### config.mk
export PLATFORM = sky130hd
export DESIGN_NAME = wb_i2c_bus_master_flat
export DESIGN_NICKNAME = d
export VERILOG_FILES = /design/src/rtl/wb_i2c_bus_master_if.sv /design/src/rtl/wb_i2c_bus_master.sv /design/src/flat_wrapper.sv
export SDC_FILE = /design/constraint.sdc
export NUM_CORES = 1
export LEC_CHECK = 0
export CAP_MARGIN = 20
export CORE_ASPECT_RATIO = 0.6
export CORE_MARGIN = 10
export CORE_UTILIZATION = 42
export DETAILED_ROUTE_END_ITERATION = 6
export HOLD_SLACK_MARGIN = 0.15
export PLACE_DENSITY = 0.78
export SKIP_CTS_REPAIR_TIMING = 1
export SYNTH_ARGS = -nofsm -noshare
export SYNTH_HDL_FRONTEND = slang
export SYNTH_SLANG_ARGS = --single-unit
### constraint.sdc
create_clock -name i_clk -period 1.8 [get_ports i_clk]
set_clock_uncertainty 0.05 [all_clocks]
set_input_delay 0.27 -clock i_clk [delete_from_list [all_inputs] [get_ports i_clk]]
set_output_delay 0.27 -clock i_clk [all_outputs]
set_load 0.005 [all_outputs]
### src/rtl/wb_i2c_bus_master_if.sv
// rtl/wb_i2c_bus_master_if.sv - Wishbone 8-bit/3-bit-address bus between the sequencer master and the I2C core

interface wb_i2c_bus_master_if;
  logic [2:0] o_wbs_adr;
  logic [7:0] o_wbs_dat;
  logic [7:0] i_wbs_dat;
  logic       o_wbs_we;
  logic       o_wbs_stb;
  logic       i_wbs_ack;
  logic       o_wbs_cyc;

  modport master (
    output o_wbs_adr,
    output o_wbs_dat,
    input  i_wbs_dat,
    output o_wbs_we,
    output o_wbs_stb,
    input  i_wbs_ack,
    output o_wbs_cyc
  );

  modport slave (
    input  o_wbs_adr,
    input  o_wbs_dat,
    output i_wbs_dat,
    input  o_wbs_we,
    input  o_wbs_stb,
    output i_wbs_ack,
    input  o_wbs_cyc
  );
endinterface

### src/rtl/wb_i2c_bus_master.sv
// rtl/wb_i2c_bus_master.sv - single-transfer Wishbone master turning sequencer read/write pulses into bus cycles
// Every bus and status output is registered; requests are only accepted while IDLE.

module wb_i2c_bus_master #(
  parameter int ACK_TIMEOUT = 255
) (
  input  logic                       i_clk,
  input  logic                       i_reset,
  wb_i2c_bus_master_if.master        wbs,
  input  logic                       i_ren,
  input  logic                       i_wren,
  input  logic [7:0]                 i_data,
  input  logic [2:0]                 i_addr,
  output logic [7:0]                 o_data,
  output logic                       o_data_val,
  output logic                       o_done,
  output logic                       o_busy,
  output logic                       o_err
);

  localparam int              CW     = (ACK_TIMEOUT < 2) ? 1 : $clog2(ACK_TIMEOUT + 1);
  localparam logic [CW-1:0]   TO_VAL = CW'(ACK_TIMEOUT);
  localparam bit              TO_EN  = (ACK_TIMEOUT != 0);

  typedef enum logic [0:0] {
    S_IDLE = 1'b0,
    S_XFER = 1'b1
  } state_t;

  state_t        r_state;
  state_t        w_state_nxt;
  logic [2:0]    r_adr,      w_adr_nxt;
  logic [7:0]    r_dat,      w_dat_nxt;
  logic          r_we,       w_we_nxt;
  logic [CW-1:0] r_cnt,      w_cnt_nxt;
  logic [7:0]    r_data,     w_data_nxt;
  logic          r_data_val, w_data_val_nxt;
  logic          r_done,     w_done_nxt;
  logic          r_err,      w_err_nxt;

  always_ff @(posedge i_clk) begin
    if (!i_reset) begin
      r_state    <= S_IDLE;
      r_adr      <= '0;
      r_dat      <= '0;
      r_we       <= 1'b0;
      r_cnt      <= '0;
      r_data     <= '0;
      r_data_val <= 1'b0;
      r_done     <= 1'b0;
      r_err      <= 1'b0;
    end else begin
      r_state    <= w_state_nxt;
      r_adr      <= w_adr_nxt;
      r_dat      <= w_dat_nxt;
      r_we       <= w_we_nxt;
      r_cnt      <= w_cnt_nxt;
      r_data     <= w_data_nxt;
      r_data_val <= w_data_val_nxt;
      r_done     <= w_done_nxt;
      r_err      <= w_err_nxt;
    end
  end

  always_comb begin
    w_state_nxt    = r_state;
    w_adr_nxt      = r_adr;
    w_dat_nxt      = r_dat;
    w_we_nxt       = r_we;
    w_cnt_nxt      = r_cnt;
    w_data_nxt     = r_data;
    w_data_val_nxt = 1'b0;
    w_done_nxt     = 1'b0;
    w_err_nxt      = 1'b0;
    unique case (r_state)
      S_IDLE: begin
        if (i_wren) begin
          w_adr_nxt   = i_addr;
          w_dat_nxt   = i_data;
          w_we_nxt    = 1'b1;
          w_cnt_nxt   = '0;
          w_state_nxt = S_XFER;
        end else if (i_ren) begin
          w_adr_nxt   = i_addr;
          w_we_nxt    = 1'b0;
          w_cnt_nxt   = '0;
          w_state_nxt = S_XFER;
        end
      end
      S_XFER: begin
        // Ack wins over a timeout landing on the same edge.
        if (wbs.i_wbs_ack) begin
          w_state_nxt = S_IDLE;
          w_we_nxt    = 1'b0;
          w_done_nxt  = 1'b1;
          if (!r_we) begin
            w_data_nxt     = wbs.i_wbs_dat;
            w_data_val_nxt = 1'b1;
          end
        end else if (TO_EN && (r_cnt == TO_VAL)) begin
          w_state_nxt = S_IDLE;
          w_we_nxt    = 1'b0;
          w_done_nxt  = 1'b1;
          w_err_nxt   = 1'b1;
        end else if (TO_EN) begin
          w_cnt_nxt = r_cnt + 1'b1;
        end
      end
      default: w_state_nxt = S_IDLE;
    endcase
  end

  assign wbs.o_wbs_cyc = (r_state == S_XFER);
  assign wbs.o_wbs_stb = (r_state == S_XFER);
  assign wbs.o_wbs_adr = r_adr;
  assign wbs.o_wbs_dat = r_dat;
  assign wbs.o_wbs_we  = r_we;

  assign o_data     = r_data;
  assign o_data_val = r_data_val;
  assign o_done     = r_done;
  assign o_err      = r_err;
  assign o_busy     = (r_state == S_XFER);

endmodule

### src/flat_wrapper.sv
// flat-port wrapper written by rule: the top's interface ports become plain ports
module wb_i2c_bus_master_flat 
#(
  parameter int ACK_TIMEOUT = 255
)
  (i_clk, i_reset, i_ren, i_wren, i_data, i_addr, o_data, o_data_val, o_done, o_busy, o_err, wbs_o_wbs_adr, wbs_o_wbs_dat, wbs_i_wbs_dat, wbs_o_wbs_we, wbs_o_wbs_stb, wbs_i_wbs_ack, wbs_o_wbs_cyc);
  wb_i2c_bus_master_if wbs_i ();
  input  logic i_clk;
  input  logic i_reset;
  input  logic i_ren;
  input  logic i_wren;
  input  logic [7:0] i_data;
  input  logic [2:0] i_addr;
  output logic [7:0] o_data;
  output logic o_data_val;
  output logic o_done;
  output logic o_busy;
  output logic o_err;
  output wire logic [$bits(wbs_i.o_wbs_adr)-1:0] wbs_o_wbs_adr;
  output wire logic [$bits(wbs_i.o_wbs_dat)-1:0] wbs_o_wbs_dat;
  input wire logic [$bits(wbs_i.i_wbs_dat)-1:0] wbs_i_wbs_dat;
  output wire logic [$bits(wbs_i.o_wbs_we)-1:0] wbs_o_wbs_we;
  output wire logic [$bits(wbs_i.o_wbs_stb)-1:0] wbs_o_wbs_stb;
  input wire logic [$bits(wbs_i.i_wbs_ack)-1:0] wbs_i_wbs_ack;
  output wire logic [$bits(wbs_i.o_wbs_cyc)-1:0] wbs_o_wbs_cyc;
  assign wbs_o_wbs_adr = wbs_i.o_wbs_adr;
  assign wbs_o_wbs_dat = wbs_i.o_wbs_dat;
  assign wbs_i.i_wbs_dat = wbs_i_wbs_dat;
  assign wbs_o_wbs_we = wbs_i.o_wbs_we;
  assign wbs_o_wbs_stb = wbs_i.o_wbs_stb;
  assign wbs_i.i_wbs_ack = wbs_i_wbs_ack;
  assign wbs_o_wbs_cyc = wbs_i.o_wbs_cyc;
  wb_i2c_bus_master #(.ACK_TIMEOUT(ACK_TIMEOUT)) u_core (.i_clk(i_clk), .i_reset(i_reset), .wbs(wbs_i), .i_ren(i_ren), .i_wren(i_wren), .i_data(i_data), .i_addr(i_addr), .o_data(o_data), .o_data_val(o_data_val), .o_done(o_done), .o_busy(o_busy), .o_err(o_err));
endmodule
==> Yosys cells after proc, flatten, opt, wreduce, memory -nomap -nowiden <==
Cells that the tools add are included.
{ "classes": {"add_sub_neg": 1, "n_eq_ne": 5, "muxes": 20, "n_bitwise": 3, "reduce_logical": 9} }
{ "ops": {"columns": ["op", "count"], "rows": [
  ["$mux 8", 4],
  ["$pmux 8 s2", 1],
  ["$mux 1", 11],
  ["$reduce_and 3->1", 3],
  ["$add 8x1->8 const B", 1],
  ["$eq 8x8->1 const B", 1],
  ["$reduce_and 2->1", 4],
  ["$mux 3", 2],
  ["$ne 3x3->1 const B", 2],
  ["$ne 2x2->1 const B", 2],
  ["$pmux 1 s2", 2],
  ["$not 1->1", 3],
  ["$reduce_or 3->1", 1],
  ["$reduce_bool 2->1", 1]
]} }
{ "totals": {"register_bits": 32, "input_bits": 24, "out_inout_bits": 26, "wordCells": 47} }

==> Logic depth before layout (Yosys ltp) <==
Gate-level depths: netlist of run 1.
{ "depth": {"depth_word": 4, "ltp_mapped": 5, "mapped_depth_nobuf": 5} }

==> Worst setup path after synthesis of run 1 <==
Ideal clock, no wire load.
{ "synth_path": {"kind": "flip-flop to flip-flop", "startpoint": "register u_core.r_state, in the netlist u_core.o_busy", "endpoint": "register u_core.r_adr[1], in the netlist u_core.wbs.o_wbs_adr[1]", "setup_time_ns": 0.128, "t_arrival_ns": 1.198, "t_required_ns": 1.622, "setup_slack_ns": 0.425, "stages_incl_launch_ff": 6, "path_buffers": 2, "synth_period_minus_slack_ns": 1.375, "cell_sequence": "dfxtp_1 buf_2 o21bai_1 buf_4 mux2i_1 nor2_1"} }
{ "synth_via": {"elab_chain_cells": 2} }
{ "synth_lines": {"columns": ["item", "line", "rtl"], "rows": [
  ["start, declared", "wb_i2c_bus_master.sv:30", "state_t r_state;"],
  ["start signal, assigned", "wb_i2c_bus_master.sv:53", "r_state <= w_state_nxt;"],
  ["$not 1->1", null, null],
  ["$reduce_and 2->1 (no line)", null, null],
  ["end signal, assigned", "wb_i2c_bus_master.sv:54", "r_adr <= w_adr_nxt;"],
  ["end, declared", "wb_i2c_bus_master.sv:32", "logic [2:0] r_adr, w_adr_nxt;"]
]} }
Every way passes these cells.
A chain may end at the register's enable or synchronous reset.

==> Worst setup path after layout of run 1 <==
{ "layout_path": {"startpoint": "register u_core.r_state, in the netlist u_core.o_busy", "endpoint": "output wbs_o_wbs_cyc"} }
{ "layout_lines": {"columns": ["item", "line", "rtl"], "rows": [
  ["end, declared", "flat_wrapper.sv:25", "output wire logic [$bits(wbs_i.o_wbs_cyc)-1:0] wbs_o_wbs_cyc;"]
]} }
No word-level cell between the ends.

==> impl_metrics.json, run 1 <==
{
  "status": "complete, no violations",
  "fin_area_sq_um": 1887,
  "worstPathCellList": "clkdlybuf4s50_1",
  "vias": 1206,
  "switchingPower_mw": 0.3282,
  "rsz0062_at_grt": "no",
  "synthCells": 141,
  "cts_inserted_buffers": 5,
  "gp_congestion": 0.9167,
  "final_max_slew_viol_count": 0,
  "maxCapViolCount": 0,
  "fin_cells": 234,
  "rows": 15,
  "synth_most_common_cell": "dfxtp_1",
  "synth_nets": 166,
  "crit_type": "flop to output port",
  "synth_cell_types": 31,
  "fin_ws_ns": 0.1019,
  "cp_max_fo": 13,
  "route.detailed.drc": 0,
  "critical_path_depth": 1,
  "core_sq_um": 2890,
  "setup_viol": 0,
  "tns_ns": 0,
  "period_minus_slack_ns": 1.698,
  "critPathBufInv": 1,
  "worstSkewPairLatency_ns": 0.27,
  "tritoncts": "built",
  "dpl.cell_count": 229,
  "syn_area_per_cell_sq_um": 9.033,
  "crit_family": "buffers and inverters",
  "drt_pass1_iterations": 4,
  "final_core_util_pct": 65.28,
  "worst_ep_required_time_ns": 1.48,
  "hold_viol": 0,
  "portBuffers": 49,
  "tightest_slew_ns": 0.3659,
  "fmaxAchievable_mhz": 588.9,
  "pin_count": 50,
  "die_y_um": 62.66,
  "ys_top_cells_by_area": "dfxtp_1, mux2i_1, nand2_1",
  "multi_input_area_sq_um": 570.5,
  "vdd_drop_max_uv": 483.7,
  "syn_area_sq_um": 1274,
  "die-area_sq_um": 5708,
  "via_per_inst": 5.154,
  "power_frac_comb_pct": 16.2,
  "h-tree-depth": 2,
  "synth_edf_count": 0,
  "clk_pin_slew_ns": 0.06,
  "dr.first_iter.drc_count": 93,
  "cts-root-buf": "clkbuf_8",
  "antenna_found_initial": 0,
  "max_slew_margin_pct": 75.60,
  "clockBufferDepth": 2,
  "cp.arrival_ns": 1.38,
  "grt_max_degree": 15,
  "start_util_pct": 44.07,
  "p_int_mw": 1.131,
  "yosysWarnings": 0,
  "start_kind": "flop",
  "dp_slack_ns": 0.04134,
  "regArea_sq_um": 640.6,
  "cts_sinks": 32,
  "ff2ff_path_depth": 5,
  "routed_wl_mm": 3.620,
  "synth_top_area_share_pct": 50.29,
  "min_from": "u_core.wbs.o_wbs_dat[2]",
  "dpl_cell_area_sq_um": 1818,
  "grt.met1_usage_pct": 14.46,
  "fillCellCount": 246,
  "grt_pass1_wl_mm": 6.009,
  "routedWlPerCell_um": 15.47,
  "max_stage_delay_ns": 0.58,
  "powerDensity_nw_per_um2": 773.6,
  "yosysTopAreaCell": "dfxtp_1",
  "grt_pass1_vias": 1237,
  "busiest_layer": "met2",
  "ant_nets": 0,
  "sw_frac_of_total_pct": 22.48,
  "nNetsFinal": 219,
  "p_leak_nw": 0.7409,
  "grtUsageTotal_pct": 12.87,
  "diodes": 0,
  "syn_to_final_growth_pct": 48.13,
  "cp_slowest_cell": "clkdlybuf4s50_1",
  "async_flop_share_pct": 0,
  "worstReg2RegEnd": "u_core.r_cnt[1]",
  "yosys_most_used_dff": "dfxtp_1",
  "dp_hpwl_mm": 2.903,
  "drive_gt1_share_pct": 7.292,
  "synth_seq_cells": 32,
  "r2r-start": "u_core.r_cnt[0]",
  "met3_usage_pct": 6.355,
  "power.total_mw": 1.460,
  "grt_overflow": 0,
  "clock_power_share_pct": 31.6,
  "hold_path.class": "flop to flop",
  "synth_common_cells": "dfxtp_1, nand2_1, nor2_1",
  "pwr-share-seq_pct": 52.1,
  "use_met2_pct": 20.82,
  "reg2reg_slack_ns": 0.14,
  "cp-startpoint": "u_core.o_busy",
  "fin_crit_sh_pct": 94.34,
  "holdWs_ns": 0.4073,
  "cp-endpoint": "wbs_o_wbs_cyc",
  "ys_seq_area_share_pct": 50.29,
  "endpoint_kind": "output port",
  "die_w_um": 91.10
}
[flip-flops by register name, indices dropped and copies added, names as in the netlist]
register              count
u_core.o_done             1
u_core.o_data             8
u_core.o_busy             1
u_core.r_cnt              8
u_core.wbs.o_wbs_adr      3
u_core.wbs.o_wbs_dat      8
u_core.o_data_val         1
u_core.wbs.o_wbs_we       1
u_core.o_err              1
[per-layer routing]
metal / wire length (um) / up-vias
met4: 37 / 0
met3: 345 / 4
met2: 1726 / 53
met1: 1511 / 550
li1: - / 599
met5: 0 / -
[cell families after synthesis]
logic type | after synthesis | synth area share (%)
AO/OA/AOI/OAI | 28 | 14.05
adder cells (fa/ha/maj) | 1 | 0.9822
buffers and inverters | 13 | 4.911
flip-flops | 32 | 50.29
multiplexers | 11 | 8.645
AND/OR/NAND/NOR | 56 | 21.12
[power groups by stage]
stage	combinational (mW)	clock, mW	sequential [mW]
after floorplan	0.0941	0	0.774
after global placement	0.232	0	0.774
after detailed placement	0.239	0	0.776
after CTS	0.240	0.482	0.761
after global routing	0.258	0.517	0.765
final	0.237	0.461	0.761
[area by class of cell]
type / instances / share of cell area [%]
sequential: 32 / 33.95
multi-input combinational: 96 / 30.24
timing repair buffer: 56 / 28.78
clock buffer: 5 / 3.647
tap: 42 / 2.785
inverter: 3 / 0.5968
[how the worst min path moves through the flow]
stage,endpoint,cells after the start
4_1_cts,u_core.wbs.o_wbs_dat[2],2
3_3_place_gp,u_core.wbs.o_wbs_dat[3],2
2_1_floorplan,u_core.wbs.o_wbs_dat[0],2
3_5_place_dp,u_core.wbs.o_wbs_dat[6],2
5_1_grt,u_core.wbs.o_wbs_dat[0],2
6_report,u_core.wbs.o_wbs_dat[2],2
[placed cells by master (no fill, tap or decap)]
cell type and count:
and3_1 1, o211ai_1 3, dfxtp_1 32, o21ai_2 1
and3b_1 1, o41a_1 1, nand2b_1 3, mux2i_1 11
a21oi_1 11, clkdlybuf4s50_1 49, and2_1 1, inv_1 3
buf_4 7, or3_1 1, nand3b_1 1, nand3_2 1
o31ai_1 3, nand4_1 4, nand3_1 6, nor2_1 14
nor2b_1 2, clkbuf_8 5, o2111ai_1 2, or4_1 1
ha_1 1, nor4_1 1, a31oi_1 3, o21ai_0 3
o21bai_1 1, nand2_1 19
Power figures use the tool's default switching activity.
==> inputs of run 2 (changes only) <==
--- a/config.mk
+++ b/config.mk
@@ -6,8 +6,8 @@
 export NUM_CORES = 1
 export LEC_CHECK = 0
 export CAP_MARGIN = 20
-export CORE_ASPECT_RATIO = 0.6
-export CORE_MARGIN = 10
+export CORE_ASPECT_RATIO = 0.75
+export CORE_MARGIN = 5
 export CORE_UTILIZATION = 42
 export DETAILED_ROUTE_END_ITERATION = 6
 export HOLD_SLACK_MARGIN = 0.15
==> run 2 against run 1 <==
  * Non-clock buffer count unchanged
  * Final cell count decreased by 0.43%
  * Sequential cell count unchanged
  * Largest power group unchanged
==> impl_metrics.json, run 2 (synthesized netlist as in run 1, its figures left out) <==
{
  "tns_ns": 0,
  "core_sq_um": 2935,
  "regArea_sq_um": 641.9,
  "drt_pass1_iterations": 4,
  "crit_type": "flop to output port",
  "cp.arrival_ns": 1.29,
  "cts_sinks": 32,
  "met3_usage_pct": 7.279,
  "worstSkewPairLatency_ns": 0.27,
  "fillCellCount": 235,
  "critPathBufInv": 1,
  "worstReg2RegEnd": "u_core.r_cnt[7]",
  "clockBufferDepth": 2,
  "use_met2_pct": 24.37,
  "dp_hpwl_mm": 2.368,
  "setup_viol": 0,
  "multi_input_area_sq_um": 570.5,
  "routedWlPerCell_um": 13.32,
  "tritoncts": "built",
  "ff2ff_path_depth": 5,
  "holdWs_ns": 0.4048,
  "via_per_inst": 5.120,
  "hold_viol": 0,
  "grt_pass1_vias": 1178,
  "dr.first_iter.drc_count": 83,
  "switchingPower_mw": 0.3395,
  "final_common_cell": "clkdlybuf4s50_1",
  "worstPathCellList": "clkdlybuf4s50_1",
  "cts-root-buf": "clkbuf_8",
  "diodes": 0,
  "tightest_slew_ns": 0.3313,
  "die-area_sq_um": 4245,
  "hold_path.class": "flop to flop",
  "drive_gt1_share_pct": 8.205,
  "rsz0062_at_grt": "no",
  "final_cell_mix": "clkdlybuf4s50_1, dfxtp_1, nand2_1",
  "sw_frac_of_total_pct": 22.13,
  "antenna_found_initial": 0,
  "p_leak_nw": 0.7506,
  "critical_path_depth": 1,
  "cp_max_fo": 13,
  "route.detailed.drc": 0,
  "max_slew_margin_pct": 77.91,
  "portBuffers": 49,
  "fmaxAchievable_mhz": 621.0,
  "grt.met1_usage_pct": 18.99,
  "r2r-start": "u_core.r_cnt[0]",
  "ant_nets": 0,
  "grt_pass1_wl_mm": 5.071,
  "maxCapViolCount": 0,
  "die_y_um": 57.69,
  "cp-startpoint": "u_core.o_busy",
  "dpl_cell_area_sq_um": 1813,
  "fin_area_sq_um": 1904,
  "clock_power_share_pct": 35.2,
  "max_stage_delay_ns": 0.55,
  "vias": 1193,
  "powerDensity_nw_per_um2": 805.5,
  "busiest_layer": "met2",
  "clk_pin_slew_ns": 0.06,
  "h-tree-depth": 2,
  "cts_inserted_buffers": 5,
  "cp_slowest_cell": "clkdlybuf4s50_1",
  "fin_cells": 233,
  "vdd_drop_max_uv": 566.3,
  "status": "complete, no violations",
  "cp-endpoint": "o_busy",
  "worst_ep_required_time_ns": 1.48,
  "die_w_um": 73.59,
  "p_int_mw": 1.194,
  "routed_wl_mm": 3.104,
  "crit_family": "buffers and inverters",
  "final_max_slew_viol_count": 0,
  "nNetsFinal": 219,
  "pwr-share-seq_pct": 49.7,
  "gp_congestion": 0.7951,
  "rows": 17,
  "syn_to_final_growth_pct": 49.51,
  "grtUsageTotal_pct": 15.35,
  "period_minus_slack_ns": 1.610,
  "grt_overflow": 0,
  "reg2reg_slack_ns": 0.25,
  "start_kind": "flop",
  "endpoint_kind": "output port",
  "grt_max_degree": 22,
  "dpl.cell_count": 225,
  "min_from": "u_core.wbs.o_wbs_dat[5]",
  "fin_crit_sh_pct": 89.46,
  "start_util_pct": 43.39,
  "power_frac_comb_pct": 15.1,
  "pin_count": 50
}
run 2: cell types whose count changed in the layout (fill, tap and decap cells not counted):
cell and change:
dfxtp_2 +1, dfxtp_1 -1, clkbuf_1 +2, clkbuf_8 +1
run 2: power groups by stage:
stage               Combinational [mW]  Sequential (mW)  Clock, mW
floorplan                       0.0941            0.774          0
global placement                 0.229            0.775          0
detailed placement               0.233            0.777          0
CTS                              0.234            0.762      0.562
global route                     0.255            0.766      0.597
finish                           0.232            0.762      0.539
run 2: final cells by class:
type,instances,area share [%]
flip-flops and latches,32,33.71
multi-input cells,96,29.96
repair buffers,56,28.52
clock buffers,8,4.731
well taps,38,2.497
inverters,3,0.5913
run 2: worst min path at each step:
| stage | slack, ns | endpoint | cells past startpoint |
|---|---|---|---|
| floorplan | 0.36 | u_core.wbs.o_wbs_dat[0] | 2 |
| global placement | 0.39 | u_core.wbs.o_wbs_dat[3] | 2 |
| detailed placement | 0.40 | u_core.wbs.o_wbs_dat[5] | 2 |
| CTS | 0.41 | u_core.wbs.o_wbs_dat[5] | 2 |
| global route | 0.42 | u_core.wbs.o_wbs_dat[5] | 2 |
| finish | 0.40 | u_core.wbs.o_wbs_dat[5] | 2 |
run 2: stage by stage:
stage	util [%]	total power, mW	worst slack, ns
floorplan	-	0.8684	0.4246
global placement	61.76	1.003	0.1024
detailed placement	61.76	1.010	0.05968
CTS	64.83	1.558	0.03255
global route	64.88	1.618	0.08816
finish	64.88	1.534	0.1896
run 2: metal layers:
layer | up-vias | share of wire [%] | routed length [um]
met2 | 49 | 44 | 1351
met5 | - | 0 | 0
li1 | 597 | - | -
met3 | 2 | 10 | 312
met1 | 545 | 46 | 1415
met4 | 0 | 0.81 | 25
run 2: worst min-delay path, stage by stage (launching register included):
cell and delay [ns]:
dfxtp_1 0.31, nand2_1 0.05, a21oi_1 0.05
